$ cat config.mk
export PLATFORM = sky130hd
export DESIGN_NAME = demultiplexer4_tdm
export DESIGN_NICKNAME = d
export VERILOG_FILES = /design/src/rtl/demultiplexer4_tdm.sv
export SDC_FILE = /design/constraint.sdc
export NUM_CORES = 1
export LEC_CHECK = 0
export ABC_AREA = 1
export ABC_CLOCK_PERIOD_IN_PS = 1200
export BUFFER_PORTS_ARGS = -buffer_cell sky130_fd_sc_hd__buf_2
export CAP_MARGIN = 20
export CORE_MARGIN = 8
export CORE_UTILIZATION = 40
export DETAILED_ROUTE_END_ITERATION = 7
export PLACE_DENSITY = 0.72
export SKIP_CTS_REPAIR_TIMING = 1
export SLEW_MARGIN = 20
export SYNTH_ARGS = -nofsm -noshare
export SYNTH_HDL_FRONTEND = slang
export SYNTH_SLANG_ARGS = --single-unit
$ cat constraint.sdc
create_clock -name CLK -period 1.2 [get_ports CLK]
set_clock_uncertainty 0.1 [all_clocks]
set_input_delay 0.06 -clock CLK [delete_from_list [all_inputs] [get_ports CLK]]
set_output_delay 0.06 -clock CLK [all_outputs]
set_load 0.02 [all_outputs]
$ cat src/rtl/demultiplexer4_tdm.sv
// Receiving end of a 4-slot TDM link: aligns to a frame-start marker, collects
// one serial bit per slot and presents the rebuilt 4-bit word with a strobe.
module demultiplexer4_tdm #(
  parameter bit SYNC_EVERY_FRAME = 1'b1
) (
  input  logic       CLK,
  input  logic       RST,
  input  logic       Y,
  input  logic       Valid,
  input  logic       Sync,
  output logic [3:0] X,
  output logic [1:0] Address,
  output logic       Ready,
  output logic       Locked,
  output logic       SyncErr
);

  typedef enum logic {HUNT, RECEIVE} state_e;

  state_e     state_q, state_d;
  logic [1:0] addr_q, addr_d;
  logic [2:0] s_q, s_d;
  logic [3:0] x_q, x_d;
  logic       ready_q, ready_d;
  logic       locked_q, locked_d;
  logic       syncerr_q, syncerr_d;

  always_comb begin
    state_d   = state_q;
    addr_d    = addr_q;
    s_d       = s_q;
    x_d       = x_q;
    ready_d   = 1'b0;
    syncerr_d = 1'b0;
    if (Valid) begin
      case (state_q)
        HUNT: begin
          if (Sync) begin
            s_d     = {2'b00, Y};
            addr_d  = 2'd1;
            state_d = RECEIVE;
          end
        end
        RECEIVE: begin
          if (Sync && (addr_q != 2'd0)) begin
            // Mid-frame marker: drop the partial frame and restart at slot 0.
            syncerr_d = 1'b1;
            s_d       = {2'b00, Y};
            addr_d    = 2'd1;
          end else begin
            case (addr_q)
              2'd0: begin s_d[0] = Y; addr_d = 2'd1; end
              2'd1: begin s_d[1] = Y; addr_d = 2'd2; end
              2'd2: begin s_d[2] = Y; addr_d = 2'd3; end
              default: begin
                x_d     = {Y, s_q};
                ready_d = 1'b1;
                addr_d  = 2'd0;
                state_d = SYNC_EVERY_FRAME ? HUNT : RECEIVE;
              end
            endcase
          end
        end
        default: state_d = HUNT;
      endcase
    end
    locked_d = (state_d == RECEIVE);
  end

  always_ff @(posedge CLK) begin
    if (RST) begin
      state_q   <= HUNT;
      addr_q    <= 2'd0;
      s_q       <= 3'd0;
      x_q       <= 4'd0;
      ready_q   <= 1'b0;
      locked_q  <= 1'b0;
      syncerr_q <= 1'b0;
    end else begin
      state_q   <= state_d;
      addr_q    <= addr_d;
      s_q       <= s_d;
      x_q       <= x_d;
      ready_q   <= ready_d;
      locked_q  <= locked_d;
      syncerr_q <= syncerr_d;
    end
  end

  assign X       = x_q;
  assign Address = addr_q;
  assign Ready   = ready_q;
  assign Locked  = locked_q;
  assign SyncErr = syncerr_q;

endmodule
==> impl_metrics.yaml <==
synth:
  synth.top_cell.area_share_pct: 43.8
  yosysUniqueCellTypes: 17
  async_reset_ff_share_pct: 0
  synth_edf_count: 0
  synth_seq_cells: 12
  avgSynthCellArea_um2: 8.30
  synth_warnings: 0
  netlist_top_cells_area: "dfxtp_1 (44%), nand2_1 (9.6%), ha_1 (9.1%)"
  yosys_most_used_dff: "dfxtp_1"
  yosysSeqAreaShare_pct: 43.8
  synth_most_common_cell: "nand2_1"
  yosysTopAreaCell: "dfxtp_1"
  syn_nets: 75
  synth_commonest_cells: "nand2_1 (14), dfxtp_1 (12), nand3_1 (10)"
  synth_cells: 66
  syn_area_um2: 548
sta:
  rsz0062_at_grt: "true"
  worst_pin_slew_ps: 234
  timing.final.crit_share_pct: 103
  drv_slew: 0
  max_freq_ghz: 0.809
  finalHoldViolCount: 0
  min_period_ps: 1240
  slew_headroom_pct: 84.3
  setup_ws_ps: -35.7
  setup_viol: 5
placed_design:
  place_congestion: 0.767
  port_buffers: 13
  dp_slack_ps: -79.8
  dpl.hpwl_um: 901
  placed_area_um2: 681
run_status:
  violations: "negative setup slack"
  status: "finished, violations left"
floorplanning:
  fp.dieW_um: 53.0
  fp.coreArea_um2: 1280
  dieArea_um2: 2810
  die_y_um: 53.0
  row_count: 13
  initial_core_util_pct: 42.6
  ioPinCount: 14
setup_path:
  cp_data_arrival_time_ps: 1350
  start_kind: "flop"
  r2r_end: "X[3]$_SDFFE_PP0P_"
  endpoint_kind: "flop"
  worstSetupPathType: "reg -> reg"
  cp_data_required_time_ps: 1320
  path_max_fanout: 6
  r2r_setup_slack_ps: -40
  reg2reg_depth: 8
  timing.rr.start: "Address[0]$_SDFFE_PP0P_"
min_path:
  hold_path_startpoint: "Sync"
  min_delay_path_depth: 3
  hold_end: "SyncErr$_SDFF_PP0_"
  min_path_type: "in -> reg"
cts:
  clockBufferDepth: 2
  cts_tree: "done"
  clk_latency_ps: 270
  cts_buffers: 3
  htreeDepth: 1
  clock_sinks: 12
  clk_pin_slew_ps: 80
  root_buffer: "clkbuf_4"
route:
  dr.max_layer_used: "met4"
  vias_per_cell: 4.86
  routedWlPerCell_um: 12.0
  antenna_left: 0
  vias: 501
  route.met3.wl_um: 93
  m1WireLength_um: 514
  drc_errors: 0
  drtIter0Drc: 8
  wl_mm: 1.24
  dr.pass1.iters: 4
  dr_wl_met2_um: 623
grt:
  grt_pass1_wl_mm: 1.93
  antenna_found_initial: 0
  grt_max_degree: 10
  grt_usage_pct: 8.89
  grt_pass1_vias: 463
  overflow: 0
pwr:
  ir_drop_v: 0.000607
  leakagePower_nw: 0.357
  power_density_nw_per_um2: 1180
cells_and_area:
  nFillCells: 107
  diodes: 0
  post-route-util_pct: 61.5
  fin_nets: 98
  final_layout_size_suffix_gt1_share_pct: 45.5
  multi_input_area_um2: 343
  stdcell_area_um2: 791
  ff_latch_area_um2: 251
  syn2layout_area_growth_pct: 44.3
job:
  maxCapViolCount: 0
==> cell usage in the layout (no fill, tap or decap), types with 2 or more instances in the layout <==
cell type / n
dfxtp_4: 3
buf_4: 2
buf_2: 13
nand2_2: 2
a21oi_1: 4
nand3_1: 7
dfxtp_1: 9
nor2_1: 4
nand2_1: 13
ha_1: 3
nand3_2: 3
dlygate4sd3_1: 2
clkbuf_4: 3
inv_4: 3
==> logic make-up after synthesis <==
kind of cell,count (synthesis),synth area share [%]
AND/OR/NAND/NOR,36,35.2
flip-flops,12,43.8
AO/OA/AOI/OAI,8,7.76
buffers and inverters,6,4.11
adder cells (fa/ha/maj),4,9.13
==> power breakdown <==
group / total (mW) / switching [mW] / leakage [nW] / internal, mW
logic: 0.182 / 0.105 / 0.236 / 0.0772
registers: 0.434 / 0.0208 / 0.0997 / 0.414
clock network: 0.319 / 0.135 / 0.0210 / 0.184
total: 0.936 / 0.261 / 0.357 / 0.675
==> metal layers <==
layer	vias up	GRT usage, %
met1	225	10.4
met5	-	0
met2	9	13.9
met4	0	3.88
li1	265	-
met3	2	3.64
==> state kept, by name (all words and copies together) (netlist names) <==
name / count
s_q: 3
Locked: 1
SyncErr: 1
Address: 2
Ready: 1
X: 4
==> area by class of cell <==
| cell class | instances | area share, % |
|---|---|---|
| Clock buffer | 4 | 4.59 |
| Sequential cell | 12 | 31.8 |
| Multi-Input combinational cell | 48 | 43.4 |
| Timing Repair Buffer | 18 | 14.1 |
| Inverter | 6 | 3.80 |
| Tap cell | 15 | 2.37 |
==> critical path, cell delays in order, from the launching register on <==
cell and delay, ps:
dfxtp_4 370, inv_4 70, ha_4 140, inv_4 50, nand2_8 70, nand4_4 120
nor2_4 150, nand2_1 70, nand2_1 50
==> how the worst max path moves through the flow <==
stage | to | start | cells after the start
floorplan | X[0]$_SDFFE_PP0P_ | Address[0]$_SDFFE_PP0P_ | 8
global placement | X[2]$_SDFFE_PP0P_ | Address[0]$_SDFFE_PP0P_ | 8
detailed placement | X[3]$_SDFFE_PP0P_ | Address[0]$_SDFFE_PP0P_ | 8
CTS | X[2]$_SDFFE_PP0P_ | Address[0]$_SDFFE_PP0P_ | 8
global route | X[0]$_SDFFE_PP0P_ | Address[0]$_SDFFE_PP0P_ | 8
finish | X[3]$_SDFFE_PP0P_ | Address[0]$_SDFFE_PP0P_ | 8
==> per-stage QoR <==
stage	hold WS, ps	cells	setup TNS (ps)	power (mW)
finish	24.0	103	-154	0.936
global route	29.0	103	-686	0.983
detailed placement	210	96	-306	0.585
global placement	207	96	-199	0.581
CTS	-86.2	100	-406	0.903
floorplan	29.1	66	-152	0.534
No activity file was read; power rests on OpenSTA's default activity.
